--- config.mk ---
export PLATFORM = sky130hd
export DESIGN_NAME = ram_arbiter
export DESIGN_NICKNAME = d
export VERILOG_FILES = /design/src/rtl/ram_arb_pkg.sv /design/src/rtl/ram_arb_merge.sv /design/src/rtl/ram_arbiter.sv
export SDC_FILE = /design/constraint.sdc
export NUM_CORES = 1
export LEC_CHECK = 0
export ABC_AREA = 0
export CAP_MARGIN = 20
export CORE_ASPECT_RATIO = 0.7
export CORE_MARGIN = 4
export CORE_UTILIZATION = 40
export DETAILED_ROUTE_END_ITERATION = 8
export GPL_TIMING_DRIVEN = 0
export PLACE_DENSITY = 0.76
export SLEW_MARGIN = 15
export SYNTH_ARGS = -nofsm -noshare
export SYNTH_HDL_FRONTEND = slang
export SYNTH_SLANG_ARGS = --single-unit
--- constraint.sdc ---
create_clock -name clk -period 3.29 [get_ports clk]
set_input_delay 0.4935 -clock clk [delete_from_list [all_inputs] [get_ports clk]]
set_output_delay 0.4935 -clock clk [all_outputs]
set_load 0.05 [all_outputs]
--- src/rtl/ram_arb_pkg.sv ---
// ram_arb_pkg
//   Shared types and constants for the RAM arbiter slice.
//   size_t  : store/load access size as carried on b_size (2'b11 is treated as a word)
//   state_t : arbiter FSM states
//   port_t  : requester identity, used for the round-robin history
//   WORD_W  : RAM word width seen by the requesters
//   LANES   : byte lanes per word
package ram_arb_pkg;

    localparam int WORD_W = 32;
    localparam int LANES  = 4;

    typedef enum logic [1:0] {
        SZ_BYTE = 2'b00,
        SZ_HALF = 2'b01,
        SZ_WORD = 2'b10
    } size_t;

    typedef enum logic {
        IDLE = 1'b0,
        RMW  = 1'b1
    } state_t;

    typedef enum logic {
        PORT_A = 1'b0,
        PORT_B = 1'b1
    } port_t;

    // Byte and half stores need the old word, so they go through RMW.
    function automatic logic is_sub_word(input logic [1:0] size);
        return (size == SZ_BYTE) || (size == SZ_HALF);
    endfunction

endpackage

--- src/rtl/ram_arb_merge.sv ---
// ram_arb_merge
//   Combinational lane merge for partial stores. The store data is
//   right-aligned, so a byte replaces lane 0 and a half replaces lanes 0-1;
//   any other size replaces the whole word.
// Ports
//   old_word  in   WORD_W  word currently held in the RAM
//   wdata     in   WORD_W  right-aligned store data
//   size      in   2       access size (size_t encoding)
//   new_word  out  WORD_W  word to write back
module ram_arb_merge
    import ram_arb_pkg::*;
#(
    parameter int LANE_W = 8
) (
    input  logic [WORD_W-1:0] old_word,
    input  logic [WORD_W-1:0] wdata,
    input  logic [1:0]        size,
    output logic [WORD_W-1:0] new_word
);

    always_comb begin
        new_word = old_word;
        case (size)
            SZ_BYTE: new_word[LANE_W-1:0]   = wdata[LANE_W-1:0];
            SZ_HALF: new_word[2*LANE_W-1:0] = wdata[2*LANE_W-1:0];
            default: new_word               = wdata;
        endcase
    end

endmodule

--- src/rtl/ram_arbiter.sv ---
// ram_arbiter
//   Shares one byte-addressed 32-bit-word RAM (combinational read, sync
//   word write) between an instruction-fetch port A (read-only) and a
//   load/store port B. At most one grant per cycle, only in IDLE. Read data
//   is registered and flagged with a one-cycle rvalid. Word stores write in
//   the grant cycle; byte/half stores read the old word in the grant cycle
//   and write the merged word in a single RMW cycle.
//
//   Optional build macro RAM_ARB_ROUND_ROBIN_EN: on a tie, the requester not
//   granted last wins (A wins the first tie after reset). Without it B has
//   fixed priority over A and no grant history is kept.
//
// Ports
//   clk, rst_n                      clock, synchronous active-low reset
//   a_req/a_addr -> a_gnt           fetch request/accept
//   a_rvalid, a_rdata               fetched word, 1 cycle after a_gnt
//   b_req/b_we/b_size/b_addr/b_wdata -> b_gnt   load/store request/accept
//   b_rvalid, b_rdata               loaded word, 1 cycle after a load b_gnt
//   ram_read_addr, ram_dout         RAM read port
//   ram_write_addr, ram_din, ram_write_en   RAM write port
//
// States
//   IDLE | accepting requests; reads and word stores complete here
//   RMW  | writing back a merged byte/half store; no grants issued
module ram_arbiter
    import ram_arb_pkg::*;
#(
    parameter int ADDR_WIDTH = 12,
    parameter int DATA_WIDTH = 8
) (
    input  logic                  clk,
    input  logic                  rst_n,

    input  logic                  a_req,
    input  logic [ADDR_WIDTH-1:0] a_addr,
    output logic                  a_gnt,
    output logic                  a_rvalid,
    output logic [WORD_W-1:0]     a_rdata,

    input  logic                  b_req,
    input  logic                  b_we,
    input  logic [1:0]            b_size,
    input  logic [ADDR_WIDTH-1:0] b_addr,
    input  logic [WORD_W-1:0]     b_wdata,
    output logic                  b_gnt,
    output logic                  b_rvalid,
    output logic [WORD_W-1:0]     b_rdata,

    output logic [ADDR_WIDTH-1:0] ram_read_addr,
    output logic [ADDR_WIDTH-1:0] ram_write_addr,
    output logic [WORD_W-1:0]     ram_din,
    output logic                  ram_write_en,
    input  logic [WORD_W-1:0]     ram_dout
);

    state_t                state_q, state_d;
    logic                  a_rvalid_q, a_rvalid_d;
    logic                  b_rvalid_q, b_rvalid_d;
    logic [WORD_W-1:0]     a_rdata_q, a_rdata_d;
    logic [WORD_W-1:0]     b_rdata_q, b_rdata_d;
    logic [ADDR_WIDTH-1:0] rmw_addr_q, rmw_addr_d;
    logic [WORD_W-1:0]     rmw_wdata_q, rmw_wdata_d;
    logic [1:0]            rmw_size_q, rmw_size_d;
    logic [WORD_W-1:0]     old_word_q, old_word_d;
    logic [WORD_W-1:0]     merged_word;
    logic                  win_a, win_b;

    ram_arb_merge #(
        .LANE_W (DATA_WIDTH)
    ) u_merge (
        .old_word (old_word_q),
        .wdata    (rmw_wdata_q),
        .size     (rmw_size_q),
        .new_word (merged_word)
    );

`ifdef RAM_ARB_ROUND_ROBIN_EN
    port_t last_gnt_q, last_gnt_d;

    always_comb begin
        win_a = a_req & (~b_req | (last_gnt_q == PORT_B));
        win_b = b_req & (~a_req | (last_gnt_q == PORT_A));
    end
`else
    always_comb begin
        win_a = a_req & ~b_req;
        win_b = b_req;
    end
`endif

    always_comb begin
        state_d        = state_q;
        a_rvalid_d     = 1'b0;
        b_rvalid_d     = 1'b0;
        a_rdata_d      = a_rdata_q;
        b_rdata_d      = b_rdata_q;
        rmw_addr_d     = rmw_addr_q;
        rmw_wdata_d    = rmw_wdata_q;
        rmw_size_d     = rmw_size_q;
        old_word_d     = old_word_q;
        a_gnt          = 1'b0;
        b_gnt          = 1'b0;
        ram_read_addr  = a_addr;
        ram_write_addr = b_addr;
        ram_din        = b_wdata;
        ram_write_en   = 1'b0;
`ifdef RAM_ARB_ROUND_ROBIN_EN
        last_gnt_d     = last_gnt_q;
`endif

        case (state_q)
            IDLE: begin
                if (win_a) begin
                    a_gnt         = 1'b1;
                    ram_read_addr = a_addr;
                    a_rdata_d     = ram_dout;
                    a_rvalid_d    = 1'b1;
`ifdef RAM_ARB_ROUND_ROBIN_EN
                    last_gnt_d    = PORT_A;
`endif
                end else if (win_b) begin
                    b_gnt = 1'b1;
`ifdef RAM_ARB_ROUND_ROBIN_EN
                    last_gnt_d = PORT_B;
`endif
                    if (!b_we) begin
                        ram_read_addr = b_addr;
                        b_rdata_d     = ram_dout;
                        b_rvalid_d    = 1'b1;
                    end else if (is_sub_word(b_size)) begin
                        ram_read_addr = b_addr;
                        old_word_d    = ram_dout;
                        rmw_addr_d    = b_addr;
                        rmw_wdata_d   = b_wdata;
                        rmw_size_d    = b_size;
                        state_d       = RMW;
                    end else begin
                        ram_write_addr = b_addr;
                        ram_din        = b_wdata;
                        ram_write_en   = 1'b1;
                    end
                end
            end
            RMW: begin
                ram_write_addr = rmw_addr_q;
                ram_din        = merged_word;
                ram_write_en   = 1'b1;
                state_d        = IDLE;
            end
            default: state_d = IDLE;
        endcase

        // The RAM write is synchronous, so a reset asserted mid-RMW must
        // block the write combinationally; grants are held off likewise.
        if (!rst_n) begin
            a_gnt        = 1'b0;
            b_gnt        = 1'b0;
            ram_write_en = 1'b0;
        end
    end

    always_ff @(posedge clk) begin
        if (!rst_n) begin
            state_q     <= IDLE;
            a_rvalid_q  <= 1'b0;
            b_rvalid_q  <= 1'b0;
            a_rdata_q   <= '0;
            b_rdata_q   <= '0;
            rmw_addr_q  <= '0;
            rmw_wdata_q <= '0;
            rmw_size_q  <= SZ_WORD;
            old_word_q  <= '0;
`ifdef RAM_ARB_ROUND_ROBIN_EN
            last_gnt_q  <= PORT_B;
`endif
        end else begin
            state_q     <= state_d;
            a_rvalid_q  <= a_rvalid_d;
            b_rvalid_q  <= b_rvalid_d;
            a_rdata_q   <= a_rdata_d;
            b_rdata_q   <= b_rdata_d;
            rmw_addr_q  <= rmw_addr_d;
            rmw_wdata_q <= rmw_wdata_d;
            rmw_size_q  <= rmw_size_d;
            old_word_q  <= old_word_d;
`ifdef RAM_ARB_ROUND_ROBIN_EN
            last_gnt_q  <= last_gnt_d;
`endif
        end
    end

    assign a_rvalid = a_rvalid_q;
    assign b_rvalid = b_rvalid_q;
    assign a_rdata  = a_rdata_q;
    assign b_rdata  = b_rdata_q;

endmodule

==> impl_metrics.ini, run 1 <==
[min_path]
hold_class = reg2reg

[place]
dp_hpwl_mm = 14.91
pre_cts_slack_ns = -0.005288
gp_congestion = 0.8498
placed_area_um2 = 8138
io_buffers = 218

[timing]
rsz0062_at_grt = no
maxSlewViolCount = 0
hold_viol_final = 0
setup_viol = 0
fin_ws_ns = 0.1158
fmaxAchievable_ghz = 0.3150
slew_headroom_pct = 57.53
layout_min_cycle_time_ns = 3.174
period_share_pct = 96.48
fin_tns_setup_ns = 0
worst-slew-pin-transition_ns = 0.6371
fin_skew_ns = 0.009732
whs_ns = 0.4563

[detailed_routing]
drt.antenna.violating_nets = 0
finalWirelength_mm = 19.86
viasPerCell = 5.276
drc_errors = 0
first_pass_iters = 5
drtIter0Drc = 380
vias = 5819
post_drt_wl_per_cell_um = 18.01

[global_routing]
antenna_found_initial = 1
gr-total-overflow = 0
grt_usage_pct = 24.02
grt_pass1_wl_mm = 30.42
grt_max_degree = 17
first_global_vias = 5532

[run_status]
status = finished, final reports clean

[cells_and_area]
nets = 995
final_common_cell = clkdlybuf4s50_1
drive_gt1_share_pct = 13.14
area_growth_pct = 53.37
layout_common_cells = clkdlybuf4s50_1 (217), dfxtp_1 (137), nand3_1 (132), nand2_1 (80), o21ai_0 (77)
stdcell_area_um2 = 8770
n_antenna_cell = 0

[clock_tree]
cts_buffers = 17
htreeDepth = 4
insertion_delay_ns = 0.42
cts_max_path_buffers = 2
cts_setup_buffers = 0
cts_tree = yes
clock_sinks = 137
root_buffer = clkbuf_16
clk_pin_slew_ns = 0.06

[pwr]
p_seq_share_pct = 37.1
power_switching_mw = 1.398
combPwrFrac_pct = 20.1
clockPowerShare_pct = 42.8
p_sw_share_pct = 29.38
power_density_nw_per_um2 = 542.4
p_int_mw = 3.359
p_total_mw = 4.757
p_leak_nw = 3.304
irDropWorstVdd_v = 0.0003514

[flow_run]
drv_cap = 0

[die]
start_util_pct = 40.95
dieArea_um2 = 16300
ios = 220
fp-row-count = 36
fp.dieW_um = 150.9
die_h_um = 108.0
coreArea_um2 = 13960

[setup_path]
cp.arrival_ns = 2.68
critical_path_class = in2out
cp_max_fo = 10
worst_setup_path_start_kind = primary input
reg2reg_slack_ns = 1.62
worst_path_max_delay_cell = clkdlybuf4s50_1
end_kind = output pin
slowest_delay_ns = 0.72
cp_data_required_time_ns = 2.80
crit_chain = clkdlybuf4s50_1 > nand2_1 > nand3b_1 > buf_2 > mux2_2 > clkdlybuf4s50_1
critPathMostFrequentCell = clkdlybuf4s50_1

[yosys]
ys_types = 23
ys.warnings.count = 0
synth-seq-cells = 137
synth_area_um2 = 5718
syn-num-nets = 758
synth_area_per_cell_um2 = 8.624
synth-seq-area-share_pct = 47.96
synth_cells = 663
synth_stat cells (all sizes together):
cell / instances / area share, %
dfxtp: 137 / 48
nand3: 133 / 12
o21ai: 133 / 13
nand2: 80 / 5.3
buf: 44 / 4.9
mux2: 32 / 6.3
nor2: 29 / 1.9
a21oi: 24 / 2.1
mux2i: 24 / 4.2
clkbuf: 20 / 1.3
or3b: 2 / 0.31
a31oi: 1 / 0.11
inv: 1 / 0.066
nand3b: 1 / 0.13
nand4bb: 1 / 0.48
nor3b: 1 / 0.13
state kept, by name, indices dropped and copies added, names as in the netlist:
| signal | count |
|---|---|
| a_rvalid | 1 |
| old_word_q | 24 |
| rmw_addr_q | 12 |
| b_rvalid | 1 |
| rmw_wdata_q | 32 |
| a_rdata | 32 |
| b_rdata | 32 |
| rmw_size_q | 2 |
| state_q | 1 |
stage by stage:
step / utilization (%) / cells
finish: 62.80 / 1103
CTS: 62.76 / 1103
floorplan: - / 663
global placement: 58.28 / 1071
detailed placement: 58.28 / 1071
global route: 62.80 / 1103
critical path: cells and delay by family:
kind	cells	cell delay, ns
multiplexers	1	0.36
buffers and inverters	3	1.58
AND/OR/NAND/NOR	2	0.24
final timing paths:
kind / startpoint / endpoint / cells after the start
max reg2reg: state_q / rmw_addr_q[5] / 5
max: b_we / ram_read_addr[1] / 6
min reg2reg: a_rdata[1] / a_rdata[1] / 2
min: a_rdata[1] / a_rdata[1] / 2
layout make-up:
| cell class | count | area, um2 |
|---|---|---|
| clock inverter | 14 | 197.7 |
| tap | 190 | 237.7 |
| sequential | 137 | 2743 |
| clock buffer | 18 | 429.2 |
| timing repair buffer | 218 | 2181 |
| buffer | 64 | 355.3 |
| multi-input combinational | 461 | 2623 |
| inverter | 1 | 3.754 |
| fill | 1217 | 5194 |
layer usage:
metal	vias up	track usage, %	wire length, um
li1	2806	-	-
met1	2732	34.59	9125
met2	253	35.05	8491
met3	26	7.499	2033
met4	2	5.757	205
met5	-	0	8
cell families after synthesis:
kind of cell	Yosys count	share of synthesized area (%)
and+or+nand+nor	247	19.98
muxes	56	10.50
AOI/OAI and AO/OA	158	15.30
DFF	137	47.96
buffers and inverters	65	6.258
timing repair:
item / in CTS / in global routing
endpoints found under the setup margin: 1 / 4
resized for setup: 1 / 3
endpoints found under the hold margin: 0 / 0
hold buffers: 0 / 0
cloned: 0 / 0
power by group through the flow:
stage	Clock, mW	Sequential [mW]	Combinational (mW)
after floorplan	0	1.93	0.434
after global placement	0	1.80	0.951
after detailed placement	0	1.80	0.954
after CTS	2.05	1.76	0.959
after global routing	2.12	1.77	1.01
final	2.03	1.77	0.958
Power figures use the tool's default switching activity.
==> inputs of run 2 (changes only) <==
--- a/config.mk
+++ b/config.mk
@@ -9,10 +9,10 @@
 export CAP_MARGIN = 20
 export CORE_ASPECT_RATIO = 0.7
 export CORE_MARGIN = 4
-export CORE_UTILIZATION = 40
+export CORE_UTILIZATION = 30
 export DETAILED_ROUTE_END_ITERATION = 8
 export GPL_TIMING_DRIVEN = 0
-export PLACE_DENSITY = 0.76
+export PLACE_DENSITY = 0.6
 export SLEW_MARGIN = 15
 export SYNTH_ARGS = -nofsm -noshare
 export SYNTH_HDL_FRONTEND = slang
==> run 2 against run 1 <==
Critical path depth did not move; routed wire length rose by 7.7%; first-iteration DRC count fell by 7.6%; combinational power rose by 0.7%; via count fell by 1.7%; largest cell class unchanged; hold slack improved by 0.0043 ns; clock power fell by 11%; setup slack got worse by 0.0069 ns; cell count rose by 4.1%; core utilization fell by 15 points; final area fell by 0.20%.
==> impl_metrics.ini, run 2 (synthesized netlist as in run 1, its figures left out) <==
[cells_and_area]
area_growth_pct = 53.06
layout_common_cells = clkdlybuf4s50_1 (217), dfxtp_1 (137), nand3_1 (132), nand2_1 (80), o21ai_0 (77)
final_common_cell = clkdlybuf4s50_1
fill_cells = 1820
nets = 995
drive_gt1_share_pct = 13.05
n_antenna_cell = 0
stdcell_area_um2 = 8752

[detailed_routing]
drc_errors = 0
drtIter0Drc = 351
post_drt_wl_per_cell_um = 18.63
first_pass_iters = 5
finalWirelength_mm = 21.39
vias = 5722
drt.antenna.violating_nets = 0
viasPerCell = 4.984

[timing]
whs_ns = 0.4606
fin_skew_ns = 0.01211
slew_headroom_pct = 56.04
period_share_pct = 96.69
worst-slew-pin-transition_ns = 0.6594
hold_viol_final = 0
maxSlewViolCount = 0
rsz0062_at_grt = no
layout_min_cycle_time_ns = 3.181
fmaxAchievable_ghz = 0.3144
setup_viol = 0

[setup_path]
critPathTopFamily = buffers and inverters
r2r-end = rmw_wdata_q[24]
cp.arrival_ns = 2.69
cp_max_fo = 10
crit_chain = clkdlybuf4s50_1 > nand2_1 > nand3b_1 > buf_2 > mux2_2 > clkdlybuf4s50_1
reg2reg_slack_ns = 1.67
worst_path_max_delay_cell = clkdlybuf4s50_1
critPathMostFrequentCell = clkdlybuf4s50_1
crit_end = ram_read_addr[1]
end_kind = output pin
critical_path_class = in2out
worst_setup_path_start_kind = primary input
path_buf_inv = 3
ff2ff_path_depth = 5
cp.depth = 6
critPathLaunch = b_we
slowest_delay_ns = 0.72
r2r-start = state_q
cp_data_required_time_ns = 2.80

[global_routing]
grt_usage_pct = 19.58
gr-total-overflow = 0
grt_max_degree = 17
grt_pass1_wl_mm = 32.75
antenna_found_initial = 2
first_global_vias = 5724

[place]
gp_congestion = 0.7656
placed_area_um2 = 8195
io_buffers = 218
dp_hpwl_mm = 16.24

[clock_tree]
cts_max_path_buffers = 2
insertion_delay_ns = 0.41
clock_sinks = 137
hold_buffers = 0
cts_buffers = 17
root_buffer = clkbuf_16
cts_setup_buffers = 0
htreeDepth = 4
clk_pin_slew_ns = 0.06
cts_tree = yes

[die]
fp.dieW_um = 173.0
coreArea_um2 = 18370
ios = 220
die_h_um = 123.5
fp-row-count = 41
dieArea_um2 = 21370
start_util_pct = 31.14

[pwr]
irDropWorstVdd_v = 0.0002857
p_leak_nw = 3.263
power_density_nw_per_um2 = 518.0
p_total_mw = 4.534

[min_path]
hp-start = a_rdata[19]
hold_class = reg2reg

[flow_run]
drv_cap = 0

[run_status]
status = finished, final reports clean
-- run 2: cell types whose count changed in the layout (fill, tap and decap cells not counted) --
cell / change
inv_6: +2
clkinvlp_4: +2
clkinv_4: -2
bufinv_16: -3
-- run 2: power breakdown --
part / switching [mW] / leakage [nW] / total (mW) / internal, mW
logic: 0.610 / 1.89 / 0.965 / 0.355
registers: 0.0367 / 1.12 / 1.77 / 1.73
clock network: 0.759 / 0.260 / 1.80 / 1.04
total: 1.41 / 3.26 / 4.53 / 3.13
-- run 2: metal layers --
metal	vias up	track usage (%)	wire [um]
met2	203	28.72	8978
li1	2794	-	-
met3	22	6.632	1687
met4	4	4.185	182
met5	-	0	22
met1	2699	27.96	10520
-- run 2: worst min-delay path by stage --
stage	to	slack, ns	depth (start not counted)
floorplan	rmw_addr_q[0]	0.44	2
global placement	a_rdata[13]	0.45	2
detailed placement	a_rdata[14]	0.45	2
CTS	a_rdata[16]	0.46	2
global route	b_rdata[6]	0.48	2
finish	a_rdata[19]	0.46	2
-- run 2: area by class of cell --
class,instances,area (um2),area share (%)
multi-input combinational,461,2623,29.96
buffer,64,355.3,4.060
clock inverter,13,122.6,1.401
clock buffer,18,429.2,4.904
inverter,1,3.754,0.04289
timing repair buffer,218,2181,24.92
sequential,137,2743,31.34
tap,236,295.3,3.374
-- run 2: through the flow --
stage	utilization, %	std cells	setup WS [ns]	setup TNS, ns
2_1_floorplan	-	663	0.7739	0
3_3_place_gp	44.62	1117	-0.009272	-0.009272
3_5_place_dp	44.62	1117	-0.01315	-0.01315
4_1_cts	47.62	1148	0.08521	0
5_1_grt	47.66	1148	0.006538	0
6_report	47.66	1148	0.1089	0
-- run 2: repair_timing --
item	in CTS	in global routing
endpoints found under the hold margin	0	0
setup endpoints to repair	1	5
gates resized for setup	1	3
-- run 2: worst register-to-register path: stages, from the launching register on --
cell and delay (ns):
dfxtp_1 0.31, buf_2 0.20, nand4bb_4 0.22, buf_2 0.23
clkbuf_1 0.37, o21ai_0 0.17
